===== src/rtl/mesh_agnt_pkg.sv =====
// Shared definitions for the mesh terminal agent: terminal-count derivation
// and packet field layout used by benches and monitors.
package mesh_agnt_pkg;

    // Packet header layout, measured downward from the packet MSB.
    localparam int NXT_JUMP_W = 8;
    localparam int ROW_W      = 4;
    localparam int COL_W      = 4;
    localparam int MODE_W     = 1;

    function automatic int calc_nterm(input int rows, input int cols);
        return 2 * rows + 2 * cols;
    endfunction

    function automatic int calc_tw(input int nterm);
        return (nterm > 1) ? $clog2(nterm) : 1;
    endfunction

    function automatic int nxt_jump_msb(input int pckg_sz);
        return pckg_sz - 1;
    endfunction

    function automatic int row_msb(input int pckg_sz);
        return pckg_sz - 1 - NXT_JUMP_W;
    endfunction

    function automatic int col_msb(input int pckg_sz);
        return pckg_sz - 1 - NXT_JUMP_W - ROW_W;
    endfunction

    function automatic int mode_bit(input int pckg_sz);
        return pckg_sz - 1 - NXT_JUMP_W - ROW_W - COL_W;
    endfunction

    function automatic int payload_msb(input int pckg_sz);
        return pckg_sz - 1 - NXT_JUMP_W - ROW_W - COL_W - MODE_W;
    endfunction

endpackage


===== src/rtl/mesh_agnt_fifo.sv =====
// First-word fall-through transmit FIFO with full/pending flags and a sticky
// overflow flag; depth need not be a power of two.
module mesh_agnt_fifo #(
    parameter int WIDTH = 32,
    parameter int DEPTH = 4
) (
    input  logic             clk,
    input  logic             reset,
    input  logic             wr_en,
    input  logic [WIDTH-1:0] wr_data,
    input  logic             rd_en,
    output logic             full,
    output logic             pending,
    output logic             ovf,
    output logic [WIDTH-1:0] head
);

    localparam int CW = $clog2(DEPTH + 1);
    localparam int PW = (DEPTH > 1) ? $clog2(DEPTH) : 1;

    logic [WIDTH-1:0] mem [DEPTH];
    logic [PW-1:0]    wr_ptr;
    logic [PW-1:0]    rd_ptr;
    logic [CW-1:0]    count;
    logic             do_push;
    logic             do_pop;

    function automatic logic [PW-1:0] next_ptr(input logic [PW-1:0] p);
        return (p == PW'(DEPTH - 1)) ? '0 : p + PW'(1);
    endfunction

    assign full    = (count == CW'(DEPTH));
    assign pending = (count != '0);
    assign head    = mem[rd_ptr];

    // A pop frees the slot a simultaneous write needs, so full+write+pop is legal.
    assign do_pop  = rd_en && pending;
    assign do_push = wr_en && (!full || do_pop);

    always_ff @(posedge clk or posedge reset) begin
        if (reset) begin
            wr_ptr <= '0;
            rd_ptr <= '0;
            count  <= '0;
            ovf    <= 1'b0;
        end else begin
            if (do_push) wr_ptr <= next_ptr(wr_ptr);
            if (do_pop)  rd_ptr <= next_ptr(rd_ptr);
            case ({do_push, do_pop})
                2'b10:   count <= count + CW'(1);
                2'b01:   count <= count - CW'(1);
                default: count <= count;
            endcase
            if (wr_en && full && !do_pop) ovf <= 1'b1;
        end
    end

    always_ff @(posedge clk) begin
        if (do_push) mem[wr_ptr] <= wr_data;
    end

endmodule


===== src/rtl/mesh_term_agent.sv =====
// Boundary agent serving every terminal of the router mesh: per-terminal
// transmit FIFOs plus a round-robin receive arbiter. Optional macro
// MESH_AGNT_TS_EN adds a cycle counter and an rx_ts timestamp output.
module mesh_term_agent
    import mesh_agnt_pkg::*;
#(
    parameter int ROWS       = 4,
    parameter int COLUMS     = 4,
    parameter int pckg_sz    = 32,
    parameter int fifo_depth = 4,
    localparam int NTERM     = calc_nterm(ROWS, COLUMS),
    localparam int TW        = calc_tw(NTERM)
) (
    input  logic                          clk,
    input  logic                          reset,
    input  logic                          wr_en,
    input  logic [TW-1:0]                 wr_term,
    input  logic [pckg_sz-1:0]            wr_data,
    output logic [NTERM-1:0]              wr_full,
    output logic [NTERM-1:0]              ovf,
    output logic [NTERM-1:0]              pndng,
    output logic [NTERM-1:0][pckg_sz-1:0] data_out,
    input  logic [NTERM-1:0]              popin,
    input  logic [NTERM-1:0]              pndng_i_in,
    input  logic [NTERM-1:0][pckg_sz-1:0] data_out_i_in,
    output logic [NTERM-1:0]              pop,
    output logic                          rx_valid,
    input  logic                          rx_ready,
    output logic [TW-1:0]                 rx_term,
    output logic [pckg_sz-1:0]            rx_data
`ifdef MESH_AGNT_TS_EN
    ,
    output logic [31:0]                   rx_ts
`endif
);

    logic          wr_in_range;
    logic          can_take;
    logic          grant_any;
    logic          take;
    logic [TW-1:0] grant_idx;
    logic [TW-1:0] rr_ptr;

    // Out-of-range terminal indices only exist when NTERM is not a power of two.
    generate
        if (NTERM < (1 << TW)) begin : g_range_chk
            assign wr_in_range = (wr_term < TW'(NTERM));
        end else begin : g_range_full
            assign wr_in_range = 1'b1;
        end
    endgenerate

    generate
        for (genvar i = 0; i < NTERM; i++) begin : g_tx
            mesh_agnt_fifo #(
                .WIDTH (pckg_sz),
                .DEPTH (fifo_depth)
            ) u_fifo (
                .clk     (clk),
                .reset   (reset),
                .wr_en   (wr_en && wr_in_range && (wr_term == TW'(i))),
                .wr_data (wr_data),
                .rd_en   (popin[i]),
                .full    (wr_full[i]),
                .pending (pndng[i]),
                .ovf     (ovf[i]),
                .head    (data_out[i])
            );
        end
    endgenerate

    assign can_take = !rx_valid || rx_ready;
    assign take     = can_take && grant_any;

    // Scan upward from rr_ptr with wraparound; the first pending terminal wins.
    always_comb begin
        logic [TW:0]   sum;
        logic [TW-1:0] idx;
        grant_any = 1'b0;
        grant_idx = '0;
        sum       = '0;
        idx       = '0;
        for (int k = 0; k < NTERM; k++) begin
            sum = {1'b0, rr_ptr} + (TW+1)'(k);
            if (sum >= (TW+1)'(NTERM)) sum = sum - (TW+1)'(NTERM);
            idx = sum[TW-1:0];
            if (!grant_any && pndng_i_in[idx]) begin
                grant_any = 1'b1;
                grant_idx = idx;
            end
        end
    end

    always_comb begin
        pop = '0;
        if (take && !reset) pop[grant_idx] = 1'b1;
    end

    always_ff @(posedge clk or posedge reset) begin
        if (reset) begin
            rx_valid <= 1'b0;
            rx_term  <= '0;
            rx_data  <= '0;
            rr_ptr   <= '0;
        end else if (take) begin
            rx_valid <= 1'b1;
            rx_term  <= grant_idx;
            rx_data  <= data_out_i_in[grant_idx];
            rr_ptr   <= (grant_idx == TW'(NTERM - 1)) ? '0 : grant_idx + TW'(1);
        end else if (rx_ready) begin
            rx_valid <= 1'b0;
        end
    end

`ifdef MESH_AGNT_TS_EN
    logic [31:0] cycle_cnt;

    always_ff @(posedge clk or posedge reset) begin
        if (reset) begin
            cycle_cnt <= '0;
            rx_ts     <= '0;
        end else begin
            cycle_cnt <= cycle_cnt + 32'd1;
            if (take) rx_ts <= cycle_cnt;
        end
    end
`else
    // Default build carries no timestamp path.
`endif

endmodule

===== config.mk =====
export PLATFORM = sky130hd
export DESIGN_NAME = mesh_term_agent
export DESIGN_NICKNAME = d
export VERILOG_FILES = /design/src/rtl/mesh_agnt_pkg.sv /design/src/rtl/mesh_agnt_fifo.sv /design/src/rtl/mesh_term_agent.sv
export SDC_FILE = /design/constraint.sdc
export NUM_CORES = 2
export LEC_CHECK = 0
export ABC_AREA = 1
export BUFFER_PORTS_ARGS = -buffer_cell sky130_fd_sc_hd__buf_2
export CORE_AREA = 2 2 472 474
export DETAILED_ROUTE_END_ITERATION = 16
export DIE_AREA = 0 0 474 476
export PLACE_DENSITY = 0.66
export SYNTH_ARGS = -nofsm -noshare
export SYNTH_HDL_FRONTEND = slang
export SYNTH_SLANG_ARGS = --single-unit

===== constraint.sdc =====
create_clock -name clk -period 10.05 [get_ports clk]
set_input_delay 0.5025 -clock clk [delete_from_list [all_inputs] [get_ports clk]]
set_output_delay 0.5025 -clock clk [all_outputs]
set_load 0.02 [all_outputs]

Word-level counts from Yosys, hierarchy flattened
Memory sizes are Yosys's and may differ from the RTL's.
Index checks and enable logic that the tools add are counted.
{ "totals": {"regBits": 169, "latch_bits": 0, "mem_bits_rw": 2048, "mem_bits_ro": 0, "inputBits": 584, "out_inout_bits": 613, "word_cells": 676, "mem_count": 16} }
{ "mem_list": {"columns": ["memory", "depth", "width", "rd", "rd_ports_with_merged_regs", "write_ports", "line", "source"], "rows": [
  ["g_tx[0].u_fifo.mem", 4, 32, 1, 0, 1, "mesh_agnt_fifo.sv:21", "logic [WIDTH-1:0] mem [DEPTH];"],
  ["g_tx[10].u_fifo.mem", 4, 32, 1, 0, 1, "mesh_agnt_fifo.sv:21", null],
  ["g_tx[11].u_fifo.mem", 4, 32, 1, 0, 1, "mesh_agnt_fifo.sv:21", null],
  ["g_tx[12].u_fifo.mem", 4, 32, 1, 0, 1, "mesh_agnt_fifo.sv:21", null],
  ["g_tx[13].u_fifo.mem", 4, 32, 1, 0, 1, "mesh_agnt_fifo.sv:21", null],
  ["g_tx[14].u_fifo.mem", 4, 32, 1, 0, 1, "mesh_agnt_fifo.sv:21", null],
  ["+10 memories", null, null, null, null, null, null, null]
]} }
{ "classes": {"add_sub_neg": 96, "n_mul": 0, "n_div": 0, "magnitude_cmp": 34, "eq_ne": 96, "shift": 0, "n_mux": 168, "n_bitwise": 0, "reduce_logical": 198} }
{ "op_table": {"columns": ["op", "n"], "rows": [
  ["4-bit 2-to-1 mux", 33],
  ["32-bit binary-select mux with 4-bit select", 1],
  ["1-bit logical AND", 98],
  ["2-bit equality test, second input constant", 48],
  ["3-bit case mux with 2 select lines", 16],
  ["4-bit by 5-bit less-than comparator with 1-bit output, second input constant", 17],
  ["5-bit greater-or-equal comparator, second input constant", 15],
  ["1-bit 2-to-1 mux", 67],
  ["2-bit by 1-bit adder with 2-bit output, second input constant", 32],
  ["1-bit binary-select mux with 4-bit select", 16],
  ["2-bit 2-to-1 mux", 32],
  ["4-bit by 1-bit subtractor with 4-bit output, second input constant", 16],
  ["1-bit logical NOT", 49],
  ["3-bit by 1-bit adder with 3-bit output, second input constant", 16],
  ["3-bit equality test, second input constant", 16],
  ["3-bit nonzero test", 16],
  ["3-bit by 1-bit subtractor with 3-bit output, second input constant", 16],
  ["4-bit by 4-bit adder with 5-bit output, second input constant", 8],
  ["4-bit equality test, second input constant", 9],
  ["2-bit nonzero test", 17],
  ["2-bit by 1-bit equality test with 1-bit output, second input constant", 16],
  ["32-bit 2-to-1 mux", 1],
  ["4-bit by 3-bit adder with 5-bit output, second input constant", 4],
  ["1-bit logical OR", 17],
  ["11 further kinds", 16]
]} }

Logic depth before layout (Yosys ltp)
{ "logic_depth": {"ltp_word": 55, "depth_mapped": 32, "mapped_depth_nobuf": 28} }

Cells and area by module
From an unflattened synthesis, not the netlist that was laid out.
{ "hier_totals": {"hier_cells": 7846, "area_unflattened_um2": 93901.3} }
{ "by_module_without_submodules": {"columns": ["module", "instances", "cells_each", "area_each_um2"], "rows": [
  ["mesh_agnt_fifo", 16, 373, 5275.1],
  ["mesh_term_agent", 1, 1878, 9500.4]
]} }

Least setup slack after synthesis
Ideal clock, no wire load.
{ "synth_timing": {"path_kind": "register -> output", "start": "register rr_ptr[1]", "end": "output pop[11]", "t_arrival_ps": 4105, "t_required_ps": 9547, "slack_ps": 5442, "stages_incl_launch_ff": 26, "n_path_buf": 4, "cell_sequence": "dfrtp_1 > inv_1 > buf_2 > ha_1 > clkbuf_1 > nand3_1 > nand3_1 > nand2_1 > nand2_1 > nand2_2 > nor2_4 > nand4_2 > nor2_4 > nand4_2 > nor2_4 > nand3_2 > nor2_4 > nand4_4 > nand2_1 > nor2_1 > nor2_2 > buf_2 > buf_2 > ha_1 > nand2_1 > nor2_1"} }
{ "synth_via": {"elab_chain_cells": 55} }
{ "synth_lines": {"columns": ["element", "line", "source"], "rows": [
  ["start: declaration", "mesh_term_agent.sv:42", "logic [TW-1:0] rr_ptr;"],
  ["start signal: assignment", "mesh_term_agent.sv:109", "rr_ptr <= (grant_idx == TW'(NTERM - 1)) ? '0 : grant_idx + TW'(1);"],
  ["parallel branches: the longest is 49 deep, another holds 4-bit by 1-bit adder with 5-bit output", null, null],
  ["4-bit 2-to-1 mux (*)", "mesh_term_agent.sv:87", "if (!grant_any && pndng_i_in[idx]) begin"],
  ["net grant_idx[1]", "mesh_term_agent.sv:41", "logic [TW-1:0] grant_idx;"],
  ["4-bit by 5-bit less-than comparator with 1-bit output (implied by the code) or 4-bit by 1-bit greater-or-equal comparator with 1-bit output (tied branches)", "mesh_term_agent.sv:96", "if (take && !reset) pop[grant_idx] = 1'b1;"],
  ["1-bit logical AND (implied by the code)", "mesh_term_agent.sv:96", null],
  ["1-bit 2-to-1 mux (implied by the code)", "mesh_term_agent.sv:96", null],
  ["1-bit demux with 4-bit select (*)", "mesh_term_agent.sv:96", null],
  ["16-bit 2-to-1 mux (*)", "mesh_term_agent.sv:96", null],
  ["end: declaration", "mesh_term_agent.sv:26", "output logic [NTERM-1:0] pop,"]
]} }
Mark *: on every way through the listed nets, which the timed path passes. The select of a mux whose other input is x is not followed.

Final worst setup path
{ "layout_timing": {"start": "register rr_ptr[1]", "end": "output pop[6]"} }
{ "layout_via": {"elab_chain_cells": 55} }
{ "layout_lines": {"columns": ["element", "line"], "rows": [
  ["parallel branches: the longest is 54 deep, another holds 4-bit by 1-bit adder with 5-bit output", null],
  ["16-bit 2-to-1 mux (*)", "mesh_term_agent.sv:96"]
]} }
Mark *: on every way between the ends. The select of a mux whose other input is x is not followed.

==> metrics.txt <==
max_cap viols=0; setup violators final=0; Top Ports=1,197; HP Class=input port to register; CTS buffer count=between 200 and 250; DR vias=67,220; worst-path maximum fanout=28; CP max stage delay=around 0.74 ns; row count=around 170; total track usage=0.2971; Die Width=474 um; FF+latch area=~0.066 mm^2; 1st-iter DRT viols=approximately 7,400; Synth Cell Area=between 0.09 and 0.1 mm^2; Clock Path Buffers=3; Main synth FF type=edfxtp_1; worst vdd ir=between 0.8 and 0.9 mV; worst path required time=9.55 ns; top cell type's share of synthesized area=0.6665; most common cell in the netlist=edfxtp_1; delay-heaviest family, CP=simple AND/OR/NAND/NOR gates; initial antenna violation count=87; Final min period=between 7 and 8 ns; Layout area overhead=17.88%; synthesized area per cell=between 10 and 15 um^2; root buffer selected by CTS=clkbuf_16; sequential area share after synthesis=0.7123; vias in the first global route=~63,000; fin crit share=0.7646; crit end category=primary output; Core Area=0.2210 mm^2; multi-input logic area=0.02308 mm^2; routability cong.=approximately 1.0; Syn Nets=between 8,000 and 9,000; per-cell routed wire length=~29 um; Peak Freq=0.1301 GHz; DRC errors left=0; type of the worst setup path=register to primary output; worst path buffer plus inverter count=5; Distinct cells, synth=37; # nets final=9,535; main area contributors after synthesis=edfxtp_1 (67%), o21ai_0 (6.0%), nor2_1 (5.3%), dfrtp_1 (4.6%), o22ai_1 (3.5%); CTS resizes=0; final WL=~350,000 um; startpoint types=register; Clock Latency Late Sink=about 0.87 ns; pin count of the biggest net entering global routing=120; CTS tree=built; slowest cell on the critical path=dfrtp_1; Rel. slew slack=0.1988; H-Tree Depth=4; dpl hpwl=approximately 220,000 um; Worst Path Arrival=7.18 ns; Commonest cells post-synth=edfxtp_1 (2,048), nor2_1 (1,292), o21ai_0 (1,110); Starting Density=0.4175; DRT antenna net count=0; Hold Vio Cnt, Final=0; status=finished, final reports clean; Syn Inst Count=slightly below 8,000; Port Buf Inserts=roughly 1,200; die area=between 0.2 and 0.25 mm^2; DR vias/cell=between 5 and 6; Critical Path Most Common Cell=nor2_4; Max Slew Vio Count=0; dominant cell type by area after synthesis=edfxtp_1; ys async rst share=0.07623; Filler Cell Count=~19,000; TNS Setup=0 ns; Seq cells post-synth=roughly 2,200; die height=476 um; worst slew pin tran=1.202 ns; leakage power total=40.50 nW; GRT Residual Overflow=0; Pre-antenna DRT Iters=8; RSZ-0062 raised after global routing=no; Clock transition at path regs=around 0.07 ns; global-route wire length before repair=between 400,000 and 500,000 um; layout cells sized above 1=0.1970; CTS sink cnt=between 2,000 and 2,500; final total power=about 42 mW; Layout Skew=between 0.04 and 0.05 ns; warnings from Yosys=0; EDFF count, synth=2,048; power density cells=a little under 400 mW/mm^2
placed cells by master (no fill, tap or decap), types with 12 or more instances in the layout:
cell type / instances
clkinv_2: 37
nor2_4: 15
dlygate4sd3_1: 14
nor3_1: 16
ha_1: 100
nor2_1: 1228
fa_1: 16
xor2_1: 29
o22ai_1: 515
nand3_1: 520
edfxtp_1: 2048
buf_4: 163
bufinv_16: 23
dfrtp_1: 162
a21oi_1: 50
nand4_1: 15
clkbuf_16: 221
buf_2: 1172
nand2_1: 820
diode_2: 51
a31o_2: 13
xnor2_1: 12
nor2_2: 56
nand3b_1: 97
o21ai_0: 1110
clkbuf_8: 18
inv_1: 388
clkinv_1: 37
clkbuf_1: 50
timing repair:
action | in CTS | in global routing
endpoints found under the hold margin | 79 | 0
setup buffers | 0 | 0
hold buffers | 14 | 0
layer usage:
layer  part of all wire  wire [um]  global-route usage
met1               0.34     118800              0.3348
met2               0.48     166800              0.4907
met3              0.098      34030             0.08817
met4              0.076      26160              0.1962
met5            0.00055        191                   0
cell families (layout without fill, tap and decap cells):
kind of cell	Yosys count	count (layout)	synth area share
AND/OR/NAND/NOR	2778	2778	0.1258
flip-flops	2217	2217	0.7123
AO/OA/AOI/OAI	1709	1709	0.1006
buffers and inverters	903	2163	0.04033
adder cells (fa/ha/maj)	116	116	0.01703
XOR/XNOR	41	41	0.003892
multiplexers	1	1	0.0001220
other	0	51	0
worst min-delay path, cell delays in order:
cell and delay (ns):
buf_2 0.13, nand2_1 0.13, a31o_2 0.16
state kept, by name, indices dropped and copies added (netlist names):
| signal | count |
|---|---|
| rx_data | 32 |
| g_tx.u_fifo.mem | 2048 |
| g_tx.u_fifo.wr_ptr | 32 |
| rr_ptr | 4 |
| g_tx.u_fifo.count | 48 |
| rx_valid | 1 |
| rx_term | 4 |
| g_tx.u_fifo.rd_ptr | 32 |
| g_tx.u_fifo.ovf | 16 |
stage by stage:
step                utilization  area, um^2  worst slack, ns  instances  hold slack (ns)
floorplan                     -       92270            4.972       7765           0.4428
global placement         0.4579      101200            3.311      11580           0.4476
detailed placement       0.4579      101200            3.364      11580           0.4494
CTS                      0.4916      108600            2.380      12000          0.02055
global route             0.4918      108700            2.029      12020          0.04889
finish                   0.4922      108800            2.366      12050           0.1010
where the power goes:
| group | internal (mW) | switching (mW) |
|---|---|---|
| clock | 4.78 | 3.53 |
| sequential | 10.6 | 0.441 |
| combinational | 5.56 | 17.2 |
| total | 20.9 | 21.1 |
area by class of cell:
cell class                 count  area share
antenna                       51    0.001173
tap                         2975     0.03422
multi-input combinational   4645      0.2122
inverter                     402     0.01395
sequential                  2217      0.6044
timing repair buffer        1352     0.06702
clock buffer                 289     0.05485
clock inverter               120     0.01227
final timing paths:
check	from	end	cells past startpoint	slack (ns)
max in group asynchronous	reset	g_tx[4].u_fifo.rd_ptr[0]$_DFFE_PP0P_	5	7.62
min reg2reg	g_tx[6].u_fifo.ovf$_DFFE_PP0P_	g_tx[6].u_fifo.ovf$_DFFE_PP0P_	1	0.46
max reg2reg	rr_ptr[1]$_DFFE_PP0P_	rx_data[14]$_DFFE_PP0P_	26	3.09
min	popin[13]	g_tx[13].u_fifo.ovf$_DFFE_PP0P_	3	0.10
max	rr_ptr[1]$_DFFE_PP0P_	pop[6]	25	2.37
min in group asynchronous	reset	rx_term[0]$_DFFE_PP0P_	3	0.21
Note: power is estimated with default switching activity, not from simulation.
